File: src/rtl/tribus4_ctrl.sv
// Four-requester arbiter for the mirrored four-bank 128x8 memory datapath.
// Define TRIBUS4_CTRL_FIXED_PRIO_EN for fixed priority (requester 0 highest) instead of round-robin.
module tribus4_ctrl (
    input  logic       clk,
    input  logic       rst,
    input  logic [3:0] req_i,
    input  logic [3:0] we_i,
    input  logic [6:0] addr0_i,
    input  logic [6:0] addr1_i,
    input  logic [6:0] addr2_i,
    input  logic [6:0] addr3_i,
    input  logic [7:0] wdata0_i,
    input  logic [7:0] wdata1_i,
    input  logic [7:0] wdata2_i,
    input  logic [7:0] wdata3_i,
    output logic [3:0] ack_o,
    output logic [7:0] rdata_o,
    output logic [6:0] bus_in0_o,
    output logic [6:0] bus_in1_o,
    output logic [6:0] bus_in2_o,
    output logic [6:0] bus_in3_o,
    output logic [7:0] bus_wdata_o,
    output logic [2:0] bus_ena_o,
    input  logic [7:0] bus_dout_i,
    output logic [1:0] o_dbg_state
);

    // Handshake: a requester raises req_i[k] with we/addr/wdata and holds them
    // stable until ack_o[k] pulses for one cycle; it drops req_i[k] the next cycle.

    typedef enum logic [1:0] {
        IDLE   = 2'd0,
        ACCESS = 2'd1,
        RDATA  = 2'd2,
        DONE   = 2'd3
    } state_t;

    state_t     r_state;
    logic [1:0] r_win;
    logic       r_we;
    logic [6:0] r_bus_in [4];

    logic [1:0] w_win;
    logic [6:0] w_addr;
    logic [7:0] w_wdata;

`ifdef TRIBUS4_CTRL_FIXED_PRIO_EN
    always_comb begin
        w_win = 2'd0;
        if (req_i[0])      w_win = 2'd0;
        else if (req_i[1]) w_win = 2'd1;
        else if (req_i[2]) w_win = 2'd2;
        else if (req_i[3]) w_win = 2'd3;
    end
`else
    logic [1:0] r_ptr;

    // Scan downward so the candidate nearest to (pointer + 1) is assigned last and wins.
    always_comb begin
        logic [1:0] v_idx;
        w_win = 2'd0;
        v_idx = 2'd0;
        for (int i = 3; i >= 0; i--) begin
            v_idx = r_ptr + 2'(i + 1);
            if (req_i[v_idx]) w_win = v_idx;
        end
    end
`endif

    always_comb begin
        w_addr  = addr0_i;
        w_wdata = wdata0_i;
        case (w_win)
            2'd0: begin w_addr = addr0_i; w_wdata = wdata0_i; end
            2'd1: begin w_addr = addr1_i; w_wdata = wdata1_i; end
            2'd2: begin w_addr = addr2_i; w_wdata = wdata2_i; end
            default: begin w_addr = addr3_i; w_wdata = wdata3_i; end
        endcase
    end

    always_ff @(posedge clk or posedge rst) begin
        if (rst) begin
            r_state     <= IDLE;
            r_win       <= 2'd0;
            r_we        <= 1'b0;
            ack_o       <= 4'b0000;
            rdata_o     <= 8'h00;
            bus_wdata_o <= 8'h00;
            bus_ena_o   <= 3'b000;
            for (int i = 0; i < 4; i++) r_bus_in[i] <= 7'd0;
`ifndef TRIBUS4_CTRL_FIXED_PRIO_EN
            r_ptr       <= 2'd3;
`endif
        end else begin
            case (r_state)
                IDLE: begin
                    if (|req_i) begin
                        r_win     <= w_win;
                        r_we      <= we_i[w_win];
                        bus_ena_o <= {we_i[w_win], w_win};
                        // Writes go to every bank so the banks stay mirrored copies.
                        if (we_i[w_win]) begin
                            for (int i = 0; i < 4; i++) r_bus_in[i] <= w_addr;
                            bus_wdata_o <= w_wdata;
                        end else begin
                            r_bus_in[w_win] <= w_addr;
                        end
                        r_state <= ACCESS;
                    end
                end
                ACCESS: begin
                    bus_ena_o <= {1'b0, r_win};
                    if (r_we) begin
                        ack_o   <= 4'b0001 << r_win;
                        r_state <= DONE;
                    end else begin
                        r_state <= RDATA;
                    end
                end
                RDATA: begin
                    rdata_o <= bus_dout_i;
                    ack_o   <= 4'b0001 << r_win;
                    r_state <= DONE;
                end
                default: begin
                    ack_o   <= 4'b0000;
`ifndef TRIBUS4_CTRL_FIXED_PRIO_EN
                    r_ptr   <= r_win;
`endif
                    r_state <= IDLE;
                end
            endcase
        end
    end

    assign bus_in0_o   = r_bus_in[0];
    assign bus_in1_o   = r_bus_in[1];
    assign bus_in2_o   = r_bus_in[2];
    assign bus_in3_o   = r_bus_in[3];
    assign o_dbg_state = r_state;

endmodule

File: config.mk
export PLATFORM = sky130hd
export DESIGN_NAME = tribus4_ctrl
export DESIGN_NICKNAME = d
export VERILOG_FILES = /design/src/rtl/tribus4_ctrl.sv
export SDC_FILE = /design/constraint.sdc
export NUM_CORES = 1
export LEC_CHECK = 0
export CAP_MARGIN = 20
export CORE_MARGIN = 3
export CORE_UTILIZATION = 40
export DETAILED_ROUTE_END_ITERATION = 10
export GPL_ROUTABILITY_DRIVEN = 0
export MAX_ROUTING_LAYER = met4
export PLACE_DENSITY = 0.75
export SLEW_MARGIN = 10
export SYNTH_ARGS = -nofsm -noshare
export SYNTH_HDL_FRONTEND = slang
export SYNTH_SLANG_ARGS = --single-unit
File: constraint.sdc
create_clock -name clk -period 2.55 [get_ports clk]
set_clock_uncertainty 0.05 [all_clocks]
set_input_delay 0.255 -clock clk [delete_from_list [all_inputs] [get_ports clk]]
set_output_delay 0.255 -clock clk [all_outputs]
set_load 0.01 [all_outputs]
* After elaboration in Yosys (flattened, before gate mapping)
Index checks and enable logic that the tools add are counted.
** Word-level totals
- Flip-flop bits (word level) :: 58
- Bits of input ports :: 78
- Word-level logic and storage cells :: 68
** Cells by class
- $add $sub $neg :: 3
- Order comparisons :: 7
- Eq/ne operators :: 6
- Shift operators :: 1
- Muxes and demuxes :: 27
- Bitwise gates (word level) :: 2
- Reduce and logical (&&, ||, !) cells :: 10
** Operator list (number)
- 28-bit bitwise mux :: 1
- 28-bit two-way mux :: 1
- 8-bit one-hot mux with 3 select lines :: 1
- 7-bit one-hot mux with 3 select lines :: 1
- 2-bit by 3-bit less-than comparator with 1-bit output (second input constant) :: 5
- 7-bit demux with 2-bit select :: 1
- 4-bit one-hot mux with 3 select lines :: 1
- 1-bit binary-select mux with 2-bit select :: 5
- 2-bit two-way mux :: 5
- 7-bit two-way mux :: 1
- 1-bit two-way mux :: 6
- 2-bit one-hot mux with 3 select lines :: 1
- 3-bit one-hot mux with 2 select lines :: 1
- 2-bit AND reduction :: 3
- 2-bit adder (second input constant) :: 2
- 2-bit by 1-bit == test with 1-bit output (second input constant) :: 2
- 2-bit == test (second input constant) :: 2
- 2-bit zero test :: 2
- 4-bit two-way mux :: 1
- 2-bit inequality test (second input constant) :: 2
- 4-bit OR reduction :: 1
- 1-bit by 2-bit << shifter with 4-bit output (first input constant) :: 1
- 3-bit >= comparator (second input constant) :: 1
- 3-bit by 1-bit less-than comparator with 1-bit output (second input constant) :: 1
- 8 further kinds :: 8

* Longest topological paths before layout
Gate-level depths: netlist of run 1.
- Depth in word-level cells :: 13
- Depth in mapped cells :: 8
- Mapped depth without buffers :: 6

* Least setup slack after synthesis of run 1
No wires, ideal clock.
- Kind :: register to register
- From :: register r_ptr[0]
- To :: register bus_wdata_o[0]
- Arrival :: 1917 ps
- Required time :: 2375 ps
- Setup slack :: 458 ps
- Cell stages (with the launch flop) :: 8
- Path buffers :: 1
- Cell sequence :: dfstp_2 -> nor2b_4 -> o21a_4 -> nor3_4 -> mux2i_1 -> o22a_1 -> buf_6 -> mux2_4
** On the way
- Word-level cells in the longest chain between the ends :: 9
- Elaborated cells on any way between the ends :: 22
** RTL lines
- start: declaration :: line 56 : logic [1:0] r_ptr;
- start signal: assignment :: line 128 : r_ptr <= r_win;
- 2-bit adder / 1-bit binary-select mux with 2-bit select (equally long branches) :: line 64, 65
- 1-bit binary-select mux with 2-bit select / 1-bit two-way mux (equally long branches) :: line 65 : if (req_i[v_idx]) w_win = v_idx;
- 1-bit two-way mux (implied by the code) / 2-bit two-way mux (equally long branches) :: line 65
- 2-bit two-way mux (2 in a row) :: line 65
- 2-bit two-way mux * :: line 65
- 1-bit binary-select mux with 2-bit select :: line 102 : if (we_i[w_win]) begin
- 1-bit two-way mux (implied by the code) :: line 102
- 3-bit AND reduction (no line)
- end signal: assignment :: line 104 : bus_wdata_o <= w_wdata;
- end: declaration :: line 22 : output logic [7:0] bus_wdata_o,
Every way passes the cells marked *; elsewhere a longest branch is shown, timed or not. The select of a mux whose other input is x is not followed.
A chain may end at the register's enable or synchronous reset.

* Worst setup path in the final report of run 1
- From :: register r_ptr[0]
- To :: register r_bus_in, in the netlist bus_in0_o[5]
** On the way
- Word-level cells in the longest chain between the ends :: 13
- Elaborated cells on any way between the ends :: 29
** RTL lines
- 2-bit adder / 1-bit binary-select mux with 2-bit select (equally long branches) :: line 64, 65
- 1-bit binary-select mux with 2-bit select / 1-bit two-way mux (equally long branches) :: line 65
- 1-bit two-way mux (implied by the code) / 2-bit two-way mux (equally long branches) :: line 65
- 2-bit two-way mux (2 in a row) :: line 65
- 2-bit two-way mux * :: line 65
- 2-bit inverter with 3-bit output (implied by the code) :: line 106 : r_bus_in[w_win] <= w_addr;
- 3-bit >= comparator (implied by the code) / 3-bit by 1-bit less-than comparator with 1-bit output (equally long branches) :: line 106
- 1-bit logical AND (implied by the code) :: line 106
- 7-bit two-way mux (implied by the code) :: line 106
- 7-bit demux with 2-bit select :: line 106
- 28-bit bitwise mux :: line 106
- 28-bit two-way mux * :: line 102
- end signal: indexed assignment :: line 106
- end: declaration :: line 41 : logic [6:0] r_bus_in [4];
Marked as above.

==> impl_metrics.ini, run 1 <==
[outcome]
outcome = finished clean

[timing]
hold_violations = 0
fin_crit_ps = 2250
finalSetupTns_ps = 0
setup_viol = 0
slew_viol_final = 0
relSlewSlack = 0.570
worst_pin_slew_ps = 636
fin_ws_ps = 303
fin_crit_sh = 0.881
grt_setup_unrepaired = false
fmax_mhz = 445

[placement]
dp_hpwl_um = 6410
dp_cells = 494
port_buffers = 130
dp_slack_ps = -7.12
placedInstanceArea_sq_um = 4620

[global_routing]
grt_pass1_wl_um = 13400
antenna_found_initial = 0
grt_max_degree = 28
grt-ovfl-total = 0
first_global_vias = 2731
track_usage = 0.200

[die]
initial_utilization = 0.425
die_y_um = 95.1
row_count = 31
die-area_sq_um = 9050
core_sq_um = 7490
ios = 131
fp.dieW_um = 95.1

[clock_network]
cts.path.max_buffers = 2
cts_buffers = 9
root_buffer = clkbuf_8
h-tree-depth = 3
cts_tree = built
worstSkewPairLatency_ps = 320
cts_hold_buf = 0
cts-resized-gates = 0
cts_setup_buffers = 0
clock-sinks = 58
clk_pin_slew_ps = 70

[critical_path]
reg2reg_from = r_ptr[0]
worst_setup_path_end_kind = flip-flop
crit_start = r_ptr[0]
cp_num_buf_inv = 1
crit_fanout = 13
r2r_setup_slack_ps = 300
arrival_ps = 2380
worstSetupPathType = reg -> reg
ff2ff_path_depth = 7
critical_path.slowest_cell = dfstp_2
critPathTopFamily = simple AND/OR/NAND/NOR gates
path_cells = nor2b_4 -> o21a_4 -> nor3_4 -> buf_4 -> nor3_1 -> or3_1 -> mux2i_1
r2r_end = bus_in0_o[5]
slowest_delay_ps = 560
cp_data_required_time_ps = 2690
startpoint_type = flip-flop

[synth]
synth_top_family_by_area = multiplexers
ys_seq_area_frac = 0.457
synth_mux_area_frac = 0.314
synth-xor-area-share = 0
synth_cells = 263
synth-simple-area-share = 0.0732
synth.distinct_cells = 42
syn-cell-area_sq_um = 3180
yosys_warnings = 0
synthAdderAreaFrac = 0.0157
synth_compound_area_frac = 0.0602
synth_nets = 345
ys_async_sr_fraction = 1.00
synth_flop_cell = dfrtp_1
ys_ff_latch = 58
synth-edff-count = 0
syn_avg_cell_area_sq_um = 12.1

[drt]
routed_wl_um = 8270
drc_errors = 0
vias = 2468
routedWlPerCell_um = 16.2
drt_iter0_drc = 47
first_pass_iters = 4
avgViaCountPerCell = 4.84
final_antenna_net_count = 0

[finish]
finalNonFillerCells = 510
antennaDiodeCount = 0
seq_area_sq_um = 1450
layout_commonest_cell = clkdlybuf4s50_1
final_cell_mix = clkdlybuf4s50_1 (130), mux2i_1 (67), dfrtp_1 (56)
syn2layout_area_growth_pct = 52.4
nFillCells = 607
nets = 488
final_cell_area_sq_um = 4840
final_layout_size_suffix_gt1_frac = 0.163
multi_input_area_sq_um = 1470

[power_and_ir_drop]
peakVddDrop_uv = 567
powerDensity_nw_per_um2 = 1230
leakage_nw = 2.35

[flow_run]
max-cap-violations = 0

[worst_hold_path]
hp-class = in -> async
-- metrics by stage --
stage | total power, mW | utilization | hold slack [ps]
after global routing | 6.34 | 0.647 | 304
after floorplan | 3.61 | - | 357
after detailed placement | 5.03 | 0.617 | 446
final | 5.95 | 0.647 | 271
after CTS | 6.02 | 0.647 | 287
after global placement | 4.95 | 0.617 | 438
-- layer usage --
metal,vias to the layer above,share of wire,global-route usage,routed length (um)
met5,-,0,-,0
met4,0,0.0046,0.0397,38
met3,4,0.059,0.0600,484
met2,76,0.51,0.343,4260
met1,1197,0.42,0.233,3490
li1,1191,-,-,-
-- area by class of cell --
class | count | share of cell area
inverters | 37 | 0.0287
multi-input cells | 156 | 0.304
clock inverters | 2 | 0.0124
clock buffers | 14 | 0.0336
flip-flops and latches | 58 | 0.300
well taps | 99 | 0.0256
repair buffers | 144 | 0.296
-- cells in the mapped netlist, types with 2 or more instances --
| library cell | number | area, sq um |
|---|---|---|
| inv_1 | 37 | 139 |
| buf_8 | 2 | 30.0 |
| nor2_1 | 5 | 18.8 |
| a21oi_1 | 4 | 20.0 |
| nand2b_1 | 3 | 18.8 |
| mux2_4 | 9 | 135 |
| o21ai_0 | 5 | 25.0 |
| a211o_1 | 3 | 26.3 |
| dfstp_2 | 2 | 52.6 |
| o22ai_1 | 5 | 31.3 |
| nand4b_1 | 2 | 17.5 |
| buf_6 | 5 | 56.3 |
| ha_1 | 4 | 50.1 |
| clkbuf_1 | 2 | 7.51 |
| nand2_1 | 7 | 26.3 |
| nor3_4 | 2 | 32.5 |
| mux2i_1 | 67 | 671 |
| dfrtp_1 | 56 | 1400 |
| mux2_2 | 17 | 191 |
| o21a_1 | 2 | 15.0 |
| buf_4 | 2 | 15.0 |
| nor2b_1 | 2 | 12.5 |
-- worst max-delay path by stage --
stage / endpoint / cells after the start
2_1_floorplan: bus_wdata_o[0] / 7
3_3_place_gp: bus_in0_o[2] / 8
3_5_place_dp: bus_in0_o[0] / 8
4_1_cts: bus_in0_o[0] / 7
5_1_grt: bus_wdata_o[6] / 7
6_report: bus_in0_o[5] / 7
-- state kept, by name, summed over array words and instances, names as in the netlist --
register	count
r_win	2
o_dbg_state	2
bus_in1_o	7
bus_in0_o	7
rdata_o	8
bus_ena_o	3
bus_wdata_o	8
r_we	1
r_ptr	2
ack_o	4
bus_in2_o	7
bus_in3_o	7
-- cells by family (layout without fill, tap and decap cells) --
group,count (synthesis),in the layout
AOI/OAI and AO/OA,26,26
buffers and inverters,49,197
and+or+nand+nor,33,33
DFF,58,58
muxes,93,93
adders and majority gates,4,4
-- power breakdown --
part	internal, mW	switching [mW]	leakage [nW]	total [mW]
registers	1.41	0.303	0.681	1.72
logic	1.84	1.43	1.56	3.28
clock network	0.606	0.350	0.111	0.956
total	3.86	2.09	2.35	5.95
Power figures use the tool's default switching activity.
==> run 2, diff against run 1 <==
--- a/config.mk
+++ b/config.mk
@@ -6,4 +6,5 @@
 export NUM_CORES = 1
 export LEC_CHECK = 0
+export ABC_AREA = 1
 export CAP_MARGIN = 20
 export CORE_MARGIN = 3
@@ -11,4 +12,5 @@
 export DETAILED_ROUTE_END_ITERATION = 10
 export GPL_ROUTABILITY_DRIVEN = 0
+export HOLD_SLACK_MARGIN = 0.12
 export MAX_ROUTING_LAYER = met4
 export PLACE_DENSITY = 0.75
==> constraint.sdc (replaced) <==
create_clock -name clk -period 2.55 [get_ports clk]
set_clock_uncertainty 0.05 [all_clocks]
set_input_delay 0.51 -clock clk [delete_from_list [all_inputs] [get_ports clk]]
set_output_delay 0.51 -clock clk [all_outputs]
set_load 0.01 [all_outputs]
==> impl_metrics.ini, run 2 <==
[synth]
synth_flop_cell = dfrtp_1
synth_cells = 397
synth_top_area_cell = dfrtp_1
ys_async_sr_fraction = 1.00
yosysMostFrequentCell = nand2_1
ys_seq_area_frac = 0.452
yosys_warnings = 0
synth_area_leaders = dfrtp_1 (44%), nand2_1 (19%), nand3_1 (7.2%), nand4_1 (5.3%), mux2_2 (2.8%)
synth_nets = 479
synthTopCellsByCount = nand2_1 (159), dfrtp_1 (56), nand3_1 (46), nand4_1 (27), inv_1 (21)
syn-cell-area_sq_um = 3210
synth.top_cell.area_share = 0.436
synth.distinct_cells = 29
synth-edff-count = 0
ys_ff_latch = 58
syn_avg_cell_area_sq_um = 8.10

[die]
initial_utilization = 0.414
die_y_um = 95.6
ios = 131
row_count = 32
fp.dieW_um = 95.6
core_sq_um = 7770
die-area_sq_um = 9150

[global_routing]
grt-ovfl-total = 0
grt_pass1_wl_um = 15800
first_global_vias = 3392
track_usage = 0.231
antenna_found_initial = 0
grt_max_degree = 40

[timing]
slew_viol_final = 0
relSlewSlack = 0.639
fin_crit_sh = 0.953
fin_crit_ps = 2430
setup_viol = 0
hold_violations = 0
grt_setup_unrepaired = false
worst_pin_slew_ps = 535
fmax_mhz = 412

[power_and_ir_drop]
powerDensity_nw_per_um2 = 1610
power.sequential.fraction = 0.196
total_power_mw = 8.26
leakage_nw = 2.40
peakVddDrop_uv = 632
intPower_mw = 4.52
power_frac_comb = 0.680
swShare = 0.453
p_switching_mw = 3.75
power.share.clock = 0.125

[worst_hold_path]
hp-class = reg -> reg

[finish]
final_layout_size_suffix_gt1_frac = 0.171
utilization = 0.661
antennaDiodeCount = 0
finalNonFillerCells = 665
reg_top3 = bus_wdata_o (8), rdata_o (8)
layout_commonest_cell = nand2_1
syn2layout_area_growth_pct = 59.7
seq_area_sq_um = 1450
multi_input_area_sq_um = 1570
final_cell_mix = nand2_1 (159), clkdlybuf4s50_1 (130), dfrtp_1 (56)
nFillCells = 652
nets = 640

[outcome]
outcome = finished clean

[critical_path]
startpoint_type = flip-flop
arrival_ps = 2600
crit_path_end = bus_in2_o[2]
cp_data_required_time_ps = 2720
worst_setup_path_end_kind = flip-flop
critical_path.slowest_cell = dfstp_2
crit_start = r_ptr[0]
slowest_delay_ps = 590
worstSetupPathType = reg -> reg
crit_fanout = 12
r2r_setup_slack_ps = 120
ff2ff_path_depth = 14
r2r_end = bus_in2_o[2]
reg2reg_from = r_ptr[0]
cpMostUsedCell = nand2_1
path_cells = inv_2 -> nand2_1 -> nand2_1 -> nand2_1 -> nand2_1 -> nand2_2 -> nand2_2 -> nand2_4 -> nand2_4 -> buf_4 -> nand3_1 -> nand4_1 -> nand3_1 -> nand2_1

[clock_network]
h-tree-depth = 3
worstSkewPairLatency_ps = 330
cts_setup_buffers = 0
cts_hold_buf = 0
root_buffer = clkbuf_8
cts_tree = built
cts.path.max_buffers = 2
clock-sinks = 58
cts-resized-gates = 0
cts_buffers = 9
clk_pin_slew_ps = 70

[placement]
dp_cells = 649
dp_hpwl_um = 7870
port_buffers = 130

[drt]
avgViaCountPerCell = 5.08
routed_wl_um = 9930
final_antenna_net_count = 0
vias = 3381
drt_iter0_drc = 237
first_pass_iters = 6
routedWlPerCell_um = 14.9
drc_errors = 0

[flow_run]
max-cap-violations = 0
[run 2: how the worst min path moves through the flow]
| stage | start | endpoint | slack, ps | depth (start not counted) |
|---|---|---|---|---|
| after floorplan | r_win[0] | r_ptr[0] | 450 | 2 |
| after global placement | bus_in1_o[3] | bus_in1_o[3] | 410 | 2 |
| after detailed placement | bus_in1_o[3] | bus_in1_o[3] | 410 | 2 |
| after CTS | bus_in1_o[3] | bus_in1_o[3] | 430 | 2 |
| after global routing | bus_in1_o[3] | bus_in1_o[3] | 440 | 2 |
| final | bus_in1_o[3] | bus_in1_o[3] | 420 | 2 |
[run 2: metal layers]
metal / GRT usage / up-vias / share of wire
met3: 0.0576 / 30 / 0.072
li1: - / 1634 / -
met2: 0.367 / 160 / 0.49
met4: 0.0960 / 0 / 0.029
met5: - / - / 0
met1: 0.280 / 1557 / 0.41
[run 2: cell families after synthesis]
kind of cell	synth area share
simple gates	0.406
flops	0.452
buf+inv	0.0607
compound gates	0.0378
mux	0.0280
fa+ha+maj	0.0156
[run 2: critical path, delay by kind of cell, from the launching register on]
family                 cells  cell delay [ps]
AND/OR/NAND/NOR           12             1380
flip-flops                 1              590
buffers and inverters      2              300
[run 2: stage by stage]
step / TNS [ps] / instance area, sq um / setup slack [ps] / hold slack, ps
4_1_cts: 0 / 5130 / 150 / 426
2_1_floorplan: 0 / 3210 / 421 / 449
6_report: 0 / 5130 / 120 / 424
5_1_grt: 0 / 5130 / 14.5 / 445
3_3_place_gp: -669 / 4890 / -65.3 / 405
3_5_place_dp: -2520 / 4890 / -157 / 410
[run 2: final cells by class]
cell class	instances	area share
clock inverters	6	0.0224
repair buffers	162	0.317
clock buffers	10	0.0249
well taps	102	0.0249
multi-input cells	298	0.305
flip-flops and latches	58	0.283
inverters	29	0.0222
[run 2: power groups by stage]
stage,sequential [mW],clock (mW),combinational (mW)
5_1_grt,1.67,1.09,6.10
4_1_cts,1.62,1.05,5.61
3_5_place_dp,1.63,0,5.57
3_3_place_gp,1.62,0,5.43
2_1_floorplan,1.76,0,3.02
6_report,1.62,1.03,5.62
